File: config.mk
export PLATFORM = sky130hd
export DESIGN_NAME = loteria_arbitro
export DESIGN_NICKNAME = d
export VERILOG_FILES = /design/src/rtl/loteria_pkg.sv /design/src/rtl/loteria_verificador.sv /design/src/rtl/loteria_arbitro.sv
export SDC_FILE = /design/constraint.sdc
export NUM_CORES = 1
export LEC_CHECK = 0
export CORE_MARGIN = 2
export CORE_UTILIZATION = 45
export CTS_CLUSTER_DIAMETER = 150
export DETAILED_ROUTE_END_ITERATION = 6
export PLACE_DENSITY = 0.78
export SLEW_MARGIN = 0
export SYNTH_ARGS = -nofsm -noshare
export SYNTH_HDL_FRONTEND = slang
export SYNTH_SLANG_ARGS = --single-unit
File: constraint.sdc
create_clock -name clk -period 3.03 [get_ports clk]
set_input_delay 0.909 -clock clk [delete_from_list [all_inputs] [get_ports clk]]
set_output_delay 0.909 -clock clk [all_outputs]
set_load 0.01 [all_outputs]
File: src/rtl/loteria_pkg.sv
// rtl/loteria_pkg.sv - shared state encoding, prize codes and digit helpers for the lottery arbiter
package loteria_pkg;

    typedef logic [1:0] state_t;
    localparam state_t ST_IDLE  = 2'd0;
    localparam state_t ST_CHECK = 2'd1;
    localparam state_t ST_DONE  = 2'd2;
    localparam state_t ST_HOLD  = 2'd3;

    typedef logic [1:0] prize_t;
    localparam prize_t PRIZE_NONE    = 2'b00;
    localparam prize_t PRIZE_1       = 2'b01;
    localparam prize_t PRIZE_2       = 2'b10;
    localparam prize_t PRIZE_INVALID = 2'b11;

    localparam logic [3:0]  BCD_MAX     = 4'd9;
    localparam logic [19:0] WIN_DEFAULT = 20'h50967;

    // Digit 0 is the most significant nibble of the 20-bit ticket.
    function automatic logic [3:0] digit_of(input logic [19:0] value, input logic [2:0] idx);
        case (idx)
            3'd0:    digit_of = value[19:16];
            3'd1:    digit_of = value[15:12];
            3'd2:    digit_of = value[11:8];
            3'd3:    digit_of = value[7:4];
            default: digit_of = value[3:0];
        endcase
    endfunction

    function automatic prize_t decide_prize(input logic invalid, input logic [2:0] hits);
        if (invalid)
            decide_prize = PRIZE_INVALID;
        else if (hits >= 3'd4)
            decide_prize = PRIZE_1;
        else if (hits == 3'd3)
            decide_prize = PRIZE_2;
        else
            decide_prize = PRIZE_NONE;
    endfunction

endpackage

File: src/rtl/loteria_verificador.sv
// rtl/loteria_verificador.sv - serial BCD digit comparator accumulating hit count and sticky invalid flag
module loteria_verificador
    import loteria_pkg::*;
(
    input  logic       clk,
    input  logic       reset,
    input  logic       clr,
    input  logic       en,
    input  logic [3:0] digit,
    input  logic [3:0] expected,
    output logic [2:0] hits,
    output logic       invalid
);

    always_ff @(posedge clk or posedge reset) begin
        if (reset) begin
            hits    <= 3'd0;
            invalid <= 1'b0;
        end else if (clr) begin
            hits    <= 3'd0;
            invalid <= 1'b0;
        end else if (en) begin
            if (digit > BCD_MAX)
                invalid <= 1'b1;
            if (digit == expected)
                hits <= hits + 3'd1;
        end
    end

endmodule

File: src/rtl/loteria_arbitro.sv
// rtl/loteria_arbitro.sv - round-robin ticket checker shared by N_TERM terminals; LOTERIA_ESTAT_EN adds statistics counters
module loteria_arbitro
    import loteria_pkg::*;
#(
    parameter int          N_TERM = 4,
    parameter logic [19:0] WIN    = WIN_DEFAULT
) (
    input  logic                      clk,
    input  logic                      reset,
    input  logic [N_TERM-1:0]         req,
    input  logic [20*N_TERM-1:0]      ticket,
    output logic [N_TERM-1:0]         ack,
    output logic [1:0]                prize,
    output logic [$clog2(N_TERM)-1:0] grant_id,
    output logic                      busy
`ifdef LOTERIA_ESTAT_EN
    ,
    output logic [7:0]                tickets_total,
    output logic [7:0]                wins_total
`endif
);

    localparam int GW = $clog2(N_TERM);

    state_t        state;
    logic [19:0]   held_ticket;
    logic [2:0]    digit_idx;
    logic [GW-1:0] next_id;
    logic [19:0]   sel_ticket;
    logic [GW:0]   wide;
    logic          found;
    logic [2:0]    hits;
    logic          invalid;
    prize_t        result;
    logic          grant;

    // Round-robin search starting one past the last served terminal.
    always_comb begin
        next_id = grant_id;
        found   = 1'b0;
        wide    = '0;
        for (int k = 1; k <= N_TERM; k++) begin
            wide = {1'b0, grant_id} + (GW+1)'(k);
            if (wide >= (GW+1)'(N_TERM))
                wide = wide - (GW+1)'(N_TERM);
            if (!found && req[wide[GW-1:0]]) begin
                found   = 1'b1;
                next_id = wide[GW-1:0];
            end
        end
    end

    always_comb begin
        sel_ticket = '0;
        for (int k = 0; k < N_TERM; k++) begin
            if (next_id == GW'(k))
                sel_ticket = ticket[20*k +: 20];
        end
    end

    assign grant  = (state == ST_IDLE) && (|req);
    assign busy   = (state != ST_IDLE);
    assign result = decide_prize(invalid, hits);

    loteria_verificador u_verificador (
        .clk      (clk),
        .reset    (reset),
        .clr      (grant),
        .en       (state == ST_CHECK),
        .digit    (digit_of(held_ticket, digit_idx)),
        .expected (digit_of(WIN, digit_idx)),
        .hits     (hits),
        .invalid  (invalid)
    );

    // ack and prize are registered on the edge leaving DONE, so they appear during the first HOLD cycle.
    always_ff @(posedge clk or posedge reset) begin
        if (reset) begin
            state       <= ST_IDLE;
            ack         <= '0;
            prize       <= PRIZE_NONE;
            grant_id    <= GW'(N_TERM-1);
            held_ticket <= '0;
            digit_idx   <= 3'd0;
        end else begin
            ack <= '0;
            case (state)
                ST_IDLE: begin
                    if (grant) begin
                        grant_id    <= next_id;
                        held_ticket <= sel_ticket;
                        digit_idx   <= 3'd0;
                        state       <= ST_CHECK;
                    end
                end
                ST_CHECK: begin
                    digit_idx <= digit_idx + 3'd1;
                    if (digit_idx == 3'd4)
                        state <= ST_DONE;
                end
                ST_DONE: begin
                    ack   <= N_TERM'(1) << grant_id;
                    prize <= result;
                    state <= ST_HOLD;
                end
                ST_HOLD: begin
                    if (!req[grant_id])
                        state <= ST_IDLE;
                end
                default: state <= ST_IDLE;
            endcase
        end
    end

`ifdef LOTERIA_ESTAT_EN
    always_ff @(posedge clk or posedge reset) begin
        if (reset) begin
            tickets_total <= 8'd0;
            wins_total    <= 8'd0;
        end else if (state == ST_DONE) begin
            if (tickets_total != 8'hFF)
                tickets_total <= tickets_total + 8'd1;
            if ((result == PRIZE_1 || result == PRIZE_2) && wins_total != 8'hFF)
                wins_total <= wins_total + 8'd1;
        end
    end
`endif

endmodule

# ---- Word level (Yosys, flattened, before mapping)
# Index checks and enable logic that the tools add are counted.
dict set report word_totals {
  register_bits 37
  latch_bits 0
  ramBits 0
  mem_bits_ro 0
  inputBits 86
  out_inout_bits 9
  elab_cells 109
  memories 0
}
dict set report op_classes {
  n_addsub 10
  n_mul 0
  div 0
  order_cmp 11
  eq_ne 15
  shifts 1
  mux 43
  bitwise_logic 0
  reduce_logical 21
}
# op n
set op_table {}
lappend op_table {{$mux 20} 4}
lappend op_table {{$pmux 4 s4} 2}
lappend op_table {{$mux 2} 14}
lappend op_table {{$ge 3x3->1 const B} 5}
lappend op_table {{$lt 2x3->1 const B} 5}
lappend op_table {{$mux 3} 4}
lappend op_table {{$mux 1} 11}
lappend op_table {{$bmux 1 s2} 5}
lappend op_table {{$reduce_bool 2->1} 5}
lappend op_table {{$eq 3x2->1 const B} 3}
lappend op_table {{$eq 2x2->1 const B} 4}
lappend op_table {{$pmux 2 s4} 1}
lappend op_table {{$reduce_and 2->1} 4}
lappend op_table {{$sub 2x1->2 const B} 4}
lappend op_table {{$add 2x2->3 const B} 2}
lappend op_table {{$add 3x1->3 const B} 2}
lappend op_table {{$ne 2x2->1 const B} 3}
lappend op_table {{$pmux 3 s2} 1}
lappend op_table {{$eq 2x1->1 const B} 2}
lappend op_table {{$eq 4x4->1} 1}
lappend op_table {{$gt 4x4->1 const B} 1}
lappend op_table {{$logic_and 1x1->1} 4}
lappend op_table {{$logic_not 2->1} 2}
lappend op_table {{$mux 4} 1}
lappend op_table {{other kinds (9)} 11}

# ---- Depth between registers and ports, before layout
dict set report logic_depth {
  depth_word 20
  ltp_mapped 15
  depth_no_buf 8
}

# ---- Hierarchy
# A second synthesis with hierarchy kept.
dict set report hier_totals {
  cells_unflattened 317
  hier_area_um2 2876.5
}
# mod instances cells_each area_per_inst_um2 seq_area_each_um2
set modules_own_cells {}
lappend modules_own_cells {loteria_arbitro 1 291 2631.3 828.3}
lappend modules_own_cells {loteria_verificador 1 26 245.2 100.1}

# ---- Worst setup path after synthesis
# No wires, ideal clock.
dict set report synth_path {
  path_kind {reg-to-reg}
  startpoint {reg grant_id[0]}
  endpoint {reg held_ticket[1]}
  setup_time_ns 0.132
  arrival_ns 3.177
  required_time_ns 2.898
  setup_slack_ns -0.278
  path_stages_with_launch 14
  n_path_buf 5
  period_less_slack_ns 3.308
  cell_sequence {dfstp_2 buf_6 clkbuf_1 inv_1 clkbuf_1 clkbuf_1 ha_1 mux4_2 nor3_1 o21ai_1 a22oi_2 buf_2 mux2i_1 o221ai_2}
}
dict set report synth_between {
  elab_chain_cells 20
  word_cells_on_any_way 45
  cone_classes {add/sub: 8; order compare: 4; eq/ne: 3; mux: 23; reduce/logical: 7}
}
# item line
set synth_lines {}
lappend synth_lines {{start: declaration} loteria_arbitro.sv:14} ;# output logic [$clog2(N_TERM)-1:0] grant_id,
lappend synth_lines {{start signal: assignment} loteria_arbitro.sv:82} ;# grant_id <= GW'(N_TERM-1);
lappend synth_lines {{start signal: assignment} loteria_arbitro.sv:90} ;# grant_id <= next_id;
lappend synth_lines {{$add 2x1->3} loteria_arbitro.sv:43} ;# wide = {1'b0, grant_id} + (GW+1)'(k);
lappend synth_lines {{$ge 3x3->1 or $sub 2x1->2 (tied branches)} {loteria_arbitro.sv:44, loteria_arbitro.sv:45}}
lappend synth_lines {{$mux 2} loteria_arbitro.sv:44} ;# if (wide >= (GW+1)'(N_TERM))
lappend synth_lines {{$bmux 1 s2} loteria_arbitro.sv:46} ;# if (!found && req[wide[GW-1:0]]) begin
lappend synth_lines {{$mux 1 (implied by the code)} loteria_arbitro.sv:46}
lappend synth_lines {{$mux 1} loteria_arbitro.sv:46}
lappend synth_lines {{$logic_not 1->1} loteria_arbitro.sv:46}
lappend synth_lines {{$logic_and 1x1->1} loteria_arbitro.sv:46}
lappend synth_lines {{[2 not listed]} -}
lappend synth_lines {{$logic_and 1x1->1} loteria_arbitro.sv:46}
lappend synth_lines {{$mux 1} loteria_arbitro.sv:46}
lappend synth_lines {{$logic_not 1->1} loteria_arbitro.sv:46}
lappend synth_lines {{$logic_and 1x1->1} loteria_arbitro.sv:46}
lappend synth_lines {{$mux 2 *} loteria_arbitro.sv:46}
lappend synth_lines {{$logic_not 2->1} loteria_arbitro.sv:56} ;# if (next_id == GW'(k))
lappend synth_lines {{$mux 20 (3 in series)} loteria_arbitro.sv:56}
lappend synth_lines {{$mux 20 *} loteria_arbitro.sv:56}
lappend synth_lines {{end signal: assignment} loteria_arbitro.sv:91} ;# held_ticket <= sel_ticket;
lappend synth_lines {{end: declaration} loteria_arbitro.sv:26} ;# logic [19:0] held_ticket;
# Mark *: on every way between the ends. The rest lies on a longest branch, timed or not. The select of a mux whose other input is x is not followed.
# A chain may end at the register's enable or synchronous reset.

# ---- Worst setup path after layout
dict set report layout_path {
  startpoint {in req[2]}
  endpoint {reg held_ticket[2]}
}
dict set report layout_between {
  elab_chain_cells 17
  word_cells_on_any_way 32
  cone_classes {eq/ne: 3; mux: 19; reduce/logical: 10}
}
# item line
set layout_lines {}
lappend layout_lines {{start: declaration} loteria_arbitro.sv:10} ;# input logic [N_TERM-1:0] req,
lappend layout_lines {{$bmux 1 s2} loteria_arbitro.sv:46}
lappend layout_lines {{$mux 1 (implied by the code)} loteria_arbitro.sv:46}
lappend layout_lines {{$mux 1} loteria_arbitro.sv:46}
lappend layout_lines {{$logic_not 1->1} loteria_arbitro.sv:46}
lappend layout_lines {{$logic_and 1x1->1} loteria_arbitro.sv:46}
lappend layout_lines {{$mux 1} loteria_arbitro.sv:46}
lappend layout_lines {{$logic_not 1->1} loteria_arbitro.sv:46}
lappend layout_lines {{$logic_and 1x1->1} loteria_arbitro.sv:46}
lappend layout_lines {{$mux 1} loteria_arbitro.sv:46}
lappend layout_lines {{$logic_not 1->1} loteria_arbitro.sv:46}
lappend layout_lines {{$logic_and 1x1->1} loteria_arbitro.sv:46}
lappend layout_lines {{$mux 2} loteria_arbitro.sv:46}
lappend layout_lines {{$logic_not 2->1} loteria_arbitro.sv:56}
lappend layout_lines {{$mux 20 (4 in series)} loteria_arbitro.sv:56}
# Parallel ways exist; a longest one is shown, timed or not. The select of a mux whose other input is x is not followed.

==> results.md <==
- Min Tclk post-route: roughly 3.0 ns
- Hold Crit Depth: 2
- CP Max Fanout: 40
- Initial core utilization: 47.1%
- CTS tree: done
- Mapped Nets: 600
- YS warnings: 0
- P_sw: between 2 and 3 mW
- Kind of critical path: input port to register
- Top cells by area, synth: dfrtp_1, nand2_1, a21oi_1, and4bb_1, ha_1
- Fmax: 338 MHz
- RSZ-0062 raised after global routing: true
- Average size of a mapped cell: ~7.4 um2
- Final ANT Viol Nets: 0
- Die W: about 94 um
- Worst VDD drop: 596 uV
- Number of synthesized flops with an enable pin: 0
- Post-Syn Instances: 497
- H-tree depth: 2
- Area leader, netlist: dfrtp_1
- Starting DRT DRC Count: 214
- Clk_skew: approximately 0.0073 ns
- Clock Latency Late Sink: 0.30 ns
- Most common cell in the netlist: nand2_1
- Cell Area, Synth: ~0.0037 mm2
- Share of the synthesized area in the top cell type: approximately a quarter
- Final Hold Viols: 0
- Deepest clock path buffer count: 2
- Gr ovfl total: 0
- Startpoint class of the critical path: input port
- Max-slew violation count: 0
- Unique masters post-synth: between 50 and 60
- Hpwl dp: roughly 7500 um
- Design Area, Final: between 0.004 and 0.005 mm2
- Cells after DPL: roughly 680
- Lkg Pwr: approximately 2.2 nW
- Non-Filler Instances: approximately 690
- Clock sinks: 37
- Max-Cap Viols: 0
- Number of global-route vias before repair: roughly 3600
- Vias: about 4000
- GR Util All Layers: 23.4%
- Placed cell area: ~0.0048 mm2
- Root Driver: clkbuf_8
- Comb power frac: around three quarters
- Sequential fraction of the synthesis area: between 20% and 30%
- Vias per cell: between 5 and 6
- Nets: about 700
- Final period util: 97.6%
- Die Height: 94.4 um
- Clk pwr share: between 6 and 7%
- Area growth from synthesis to layout: 34.5%
- Status: complete, no violations
- Post-DR wirelength/cell: 14.9 um
- Seq pwr share: approximately 16%
- R2R cell count: 7
- Number of setup violations in the final report: 0
- FF+latch count, synth: 37
- Max_slew headroom: roughly 55%
- FP Rows: 32
- Internal Power: 2.98 mW
- First-pass GRT wire length: 16800 um
- Gpl congestion: roughly 0.94
- Critical path arrival: ~3.1 ns
- PortBufs: 94
- Die area: between 0.008 and 0.009 mm2
- Area of the multi-input gates: roughly 0.0025 mm2
- Core footprint: just under 0.008 mm2
- Worst endpoint required time: approximately 3.2 ns
- Hold Crit Class: register to register
- Ant. Diodes: 0
- Initial antenna violation count: 0
- Switch share: 48.2%
- Worst Max-Slew Pin Slew: a little under 0.7 ns
- CTS clk-pin slew, worst paths: 0.07 ns
- # DRC: 0
- Synth top cells by count: nand2_1, a21oi_1, dfrtp_1
- Storage cell area: ~930 um2
- Post-synth ARST share: 100%
- Ys flop type: dfrtp_1
- Pwr Density: 1160 mW/mm2
- Largest net degree at the start of global routing: 76
- Proportion of layout cells with a drive suffix above 1: between 10% and 20%
- Detailed Route WL: between 10000 and 15000 um
- I/O pins: between 90 and 100
- Filler cells: between 600 and 700
- Detailed Routing Iterations Pass 1: 5
- CTS Buf Count: 5
- Crit end category: register
worst paths after layout:
| check | from | to | slack [ns] |
|---|---|---|---|
| min in group asynchronous | reset | digit_idx[1]$_DFFE_PP0P_ | 1.04 |
| max in group asynchronous | reset | grant_id[1]$_DFFE_PP1P_ | 1.63 |
| worst min-delay path | held_ticket[4]$_DFFE_PP0P_ | held_ticket[4]$_DFFE_PP0P_ | 0.48 |
| worst max-delay path | req[2] | held_ticket[2]$_DFFE_PP0P_ | 0.07 |
| worst max register to register | digit_idx[0]$_DFFE_PP0P_ | u_verificador.hits[1]$_DFFE_PP0P_ | 0.26 |
| worst min register to register | held_ticket[4]$_DFFE_PP0P_ | held_ticket[4]$_DFFE_PP0P_ | 0.48 |
power groups by stage:
stage / Combinational [mW] / Clock, mW / Sequential, mW
3_3_place_gp: 4.08 / 0 / 0.940
2_1_floorplan: 3.13 / 0 / 0.899
4_1_cts: 4.24 / 0.397 / 0.938
5_1_grt: 4.89 / 0.419 / 0.971
3_5_place_dp: 4.22 / 0 / 0.946
6_report: 4.42 / 0.394 / 0.941
cell type report:
type,count,area share (%)
Clock inverter,1,0.101
Sequential cell,37,18.8
Timing Repair Buffer,118,24.5
Multi-Input combinational cell,409,51.2
Inverter,12,0.911
Tap cell,102,2.58
Clock buffer,7,1.95
worst max-delay path, stage by stage:
cell and delay (ns):
clkdlybuf4s50_1 0.51, mux4_2 0.52, nand2b_1 0.18, and2b_2 0.25
buf_12 0.18, and3_1 0.18, and4bb_1 0.32, o31ai_2 0.07
cell usage in the layout, fill, tap and decap left out, types with 7 or more instances in the layout:
cell type	n
inv_1	11
dfrtp_1	35
buf_4	18
nor2_1	13
nand3_1	18
nand2_1	148
o31ai_2	14
and3_1	18
a21oi_1	60
mux2i_1	7
clkbuf_8	7
ha_1	16
and4bb_1	17
o21ai_0	12
clkdlybuf4s50_1	91
nor3_1	21
routing by layer:
layer  share of wire [%]  vias up  global-route usage (%)
li1                    -     1930                       -
met1                  44     1801                    33.3
met2                  48      159                    37.3
met3                 6.5       14                    2.87
met4                 1.9        0                    7.13
met5                   0        -                       0
stage by stage:
stage                     setup TNS, ns  power, mW  utilization [%]  setup WS [ns]  hold slack [ns]
final                                 0       5.75             63.3         0.0739            0.480
after global routing            -0.0900       6.28             63.3        -0.0372            0.516
after CTS                             0       5.57             62.6         0.0400            0.485
after detailed placement          -4.16       5.16             61.3         -0.268            0.471
after global placement            -2.22       5.02             61.3         -0.178            0.462
after floorplan                 -0.0977       4.03                -        -0.0215            0.448
logic make-up (layout without fill, tap and decap cells):
group / after synthesis / after routing / synth area share [%]
muxes: 13 / 13 / 4.97
buffers and inverters: 51 / 138 / 6.37
adders and majority gates: 17 / 17 / 5.79
AOI/OAI and AO/OA: 118 / 118 / 22.0
xor gates and xnor gates: 2 / 2 / 0.477
and+or+nand+nor: 259 / 259 / 35.2
DFF: 37 / 37 / 25.3
registers in the layout, indices dropped and copies added, names as in the netlist:
name and count:
state 2, ack 4, u_verificador.hits 3, u_verificador.invalid 1, grant_id 2, digit_idx 3
held_ticket 20, prize 2
repair_timing:
action	in CTS	in global routing
hold buffers	0	0
resized for setup	0	4
buffers inserted	0	2
setup endpoints to repair	0	7
No activity file was read; power rests on OpenSTA's default activity.
==> patch, RTL diff (same settings) <==
Change the parameter `N_TERM` from 4 to 2.
--- a/src/rtl/loteria_arbitro.sv
+++ b/src/rtl/loteria_arbitro.sv
@@ -4,3 +4,3 @@
 #(
-    parameter int          N_TERM = 4,
+    parameter int          N_TERM = 2,
     parameter logic [19:0] WIN    = WIN_DEFAULT
Interface: changed (resized ack, grant_id, req and ticket); port bits go from 95 to 50. The function was not compared with the original's and may differ.
==> patch against the unedited design <==
- worst setup slack improved by 0.35 ns
- routed wire length decreased by 57%
- utilization decreased by 1.3 points
- count of clock-buffer cells in the layout decreased by 2
- clock power increased by 5.1%
- global-route usage decreased by 4.3 points
- design area decreased by 45%
- power decreased by 57%
- largest power group unchanged
- critical path type is now register to primary output
- sequential cell count decreased by 3
- largest cell class unchanged
- non-clock buffer count decreased by 66
- synthesized area decreased by 43%
- via count decreased by 55%
- register-to-register slack improved by 0.25 ns
==> patch: results (changes against the unedited design) <==
| Metric | Value |
|---|---|
| Sequential area share after synthesis | `40.71% (+15 points)` |
| Outcome | `finished, final reports clean` |
| Drt first-iter violations | `109 (-49%)` |
| GPL Wtd Cong | `0.8559 (-8.9%)` |
| Post-DP HPWL | `3.291 mm (-56%)` |
| GR Util met2 | `31.60% (-5.7 points)` |
| Hold slack | `0.4915 ns (+0.01176 ns)` |
| Met1 usage | `23.68% (-9.6 points)` |
| Number of global-route vias before repair | `1,773 (-50%)` |
| Met3 usage | `4.306% (+1.4 points)` |
| Critical Path AT | `1.69 ns (-1.45 ns)` |
| Routed len/inst | `13.64 um (-8.3%)` |
| FF-to-FF Start | `digit_idx[2]$_DFFE_PP0P_` |
| Skew final | `0.007753 ns (+0.0004411 ns)` |
| Leak | `1.193 nW (-45%)` |
| Relative slew slack | `55.72% (+0.95 points)` |
| Worst reg-to-reg setup slack | `0.51 ns (+0.25 ns)` |
| DR pass1 iterations | `4 (-1)` |
| CP max stage cell | `clkdlybuf4s50_1` |
| GRT Total Usage | `19.11% (-4.3 points)` |
| Worst hold start | `held_ticket[0]$_DFFE_PP0P_` |
| Internal | `0.001489 W (-50%)` |
| Distinct cells, synth | `47 (-11%)` |
| Biggest regs | `held_ticket: 20 flops, digit_idx: 3 flops, u_verificador.hits: 3 flops` |
| R2R depth | `8 (+1)` |
| Largest net degree at the start of global routing | `47 (-38%)` |
| Worst Hold End | `held_ticket[0]$_DFFE_PP0P_` |
| Top cells by area, synth | `dfrtp_1 (39%), mux2i_1 (9.6%), ha_1 (7.8%), o21ai_0 (7.7%), nand2_1 (5.6%)` |
| RR Endpoint | `u_verificador.hits[2]$_DFFE_PP0P_` |
| Synthesized net count | `281 (-53%)` |
| Layout cell share with drive strength beyond 1 | `8.824% (-2.3 points)` |
| Vias per inst | `5.454 (-4.2%)` |
patch: cell types whose count changed in the layout (fill, tap and decap cells not counted), moves of 13 or more:
cell             delta
nand2_1           -117
a21oi_1            -55
clkdlybuf4s50_1    -42
o21ai_0            +20
and4bb_1           -17
nor3_1             -17
and3_1             -16
buf_4              -16
nand3_1            -14
o31ai_2            -14
mux2i_1            +13
patch: cell type report:
cell class,instances,area (um^2)
Clock buffer,5,68.82
Sequential cell,34,852.1
Multi-Input combinational cell,166,1141
Timing Repair Buffer,52,525.5
Tap cell,52,65.06
Fill cell,372,1677
Clock inverter,3,40.04
Inverter,12,45.04
patch: cells by family after synthesis:
family | synth area share, %
DFF | 40.71
and+or+nand+nor | 17.16
buffers and inverters | 5.140
muxes | 10.64
adders and majority gates | 7.771
AOI/OAI and AO/OA | 18.59
patch: how the worst max path moves through the flow:
stage / to / startpoint / slack (ns)
global placement: held_ticket[3]$_DFFE_PP0P_ / req[0] / 0.64
detailed placement: u_verificador.hits[0]$_DFFE_PP0P_ / digit_idx[2]$_DFFE_PP0P_ / 0.54
finish: busy / state[0]$_DFFE_PP0P_ / 0.43
CTS: busy / state[0]$_DFFE_PP0P_ / 0.42
global route: u_verificador.hits[2]$_DFFE_PP0P_ / digit_idx[2]$_DFFE_PP0P_ / 0.30
floorplan: u_verificador.hits[2]$_DFFE_PP0P_ / digit_idx[0]$_DFFE_PP0P_ / 0.88
patch: per-stage QoR:
stage | power [W] | setup WS, ns | instance area, um^2 | util, % | instances
2_1_floorplan | 0.001722 | 0.8751 | 2093 | - | 224
3_3_place_gp | 0.002034 | 0.6361 | 2629 | 59.55 | 316
3_5_place_dp | 0.002070 | 0.5407 | 2629 | 59.55 | 316
4_1_cts | 0.002500 | 0.4189 | 2738 | 62.02 | 324
5_1_grt | 0.002695 | 0.3036 | 2738 | 62.02 | 324
6_report | 0.002485 | 0.4272 | 2738 | 62.02 | 324
patch: power groups by stage:
stage          logic [W]  clock network (W)  registers (W)
6_report         0.00124           0.000414       0.000835
5_1_grt          0.00139           0.000441       0.000863
4_1_cts          0.00124           0.000424       0.000834
3_5_place_dp     0.00123                  0       0.000841
3_3_place_gp     0.00120                  0       0.000834
2_1_floorplan   0.000924                  0       0.000798
patch: worst register-to-register path, cell delays in order (launching register included):
cell	delay (ns)
dfrtp_1	0.66
inv_1	0.20
ha_1	0.34
a221oi_1	0.35
and3_1	0.21
o311a_1	0.21
and3_4	0.21
nand3_2	0.06
and3_1	0.18
patch: metal layers:
metal | up-vias | wire [um]
met2 | 67 | 2107
met1 | 798 | 1923
met5 | - | 0
met3 | 9 | 291
met4 | 0 | 96
li1 | 893 | -
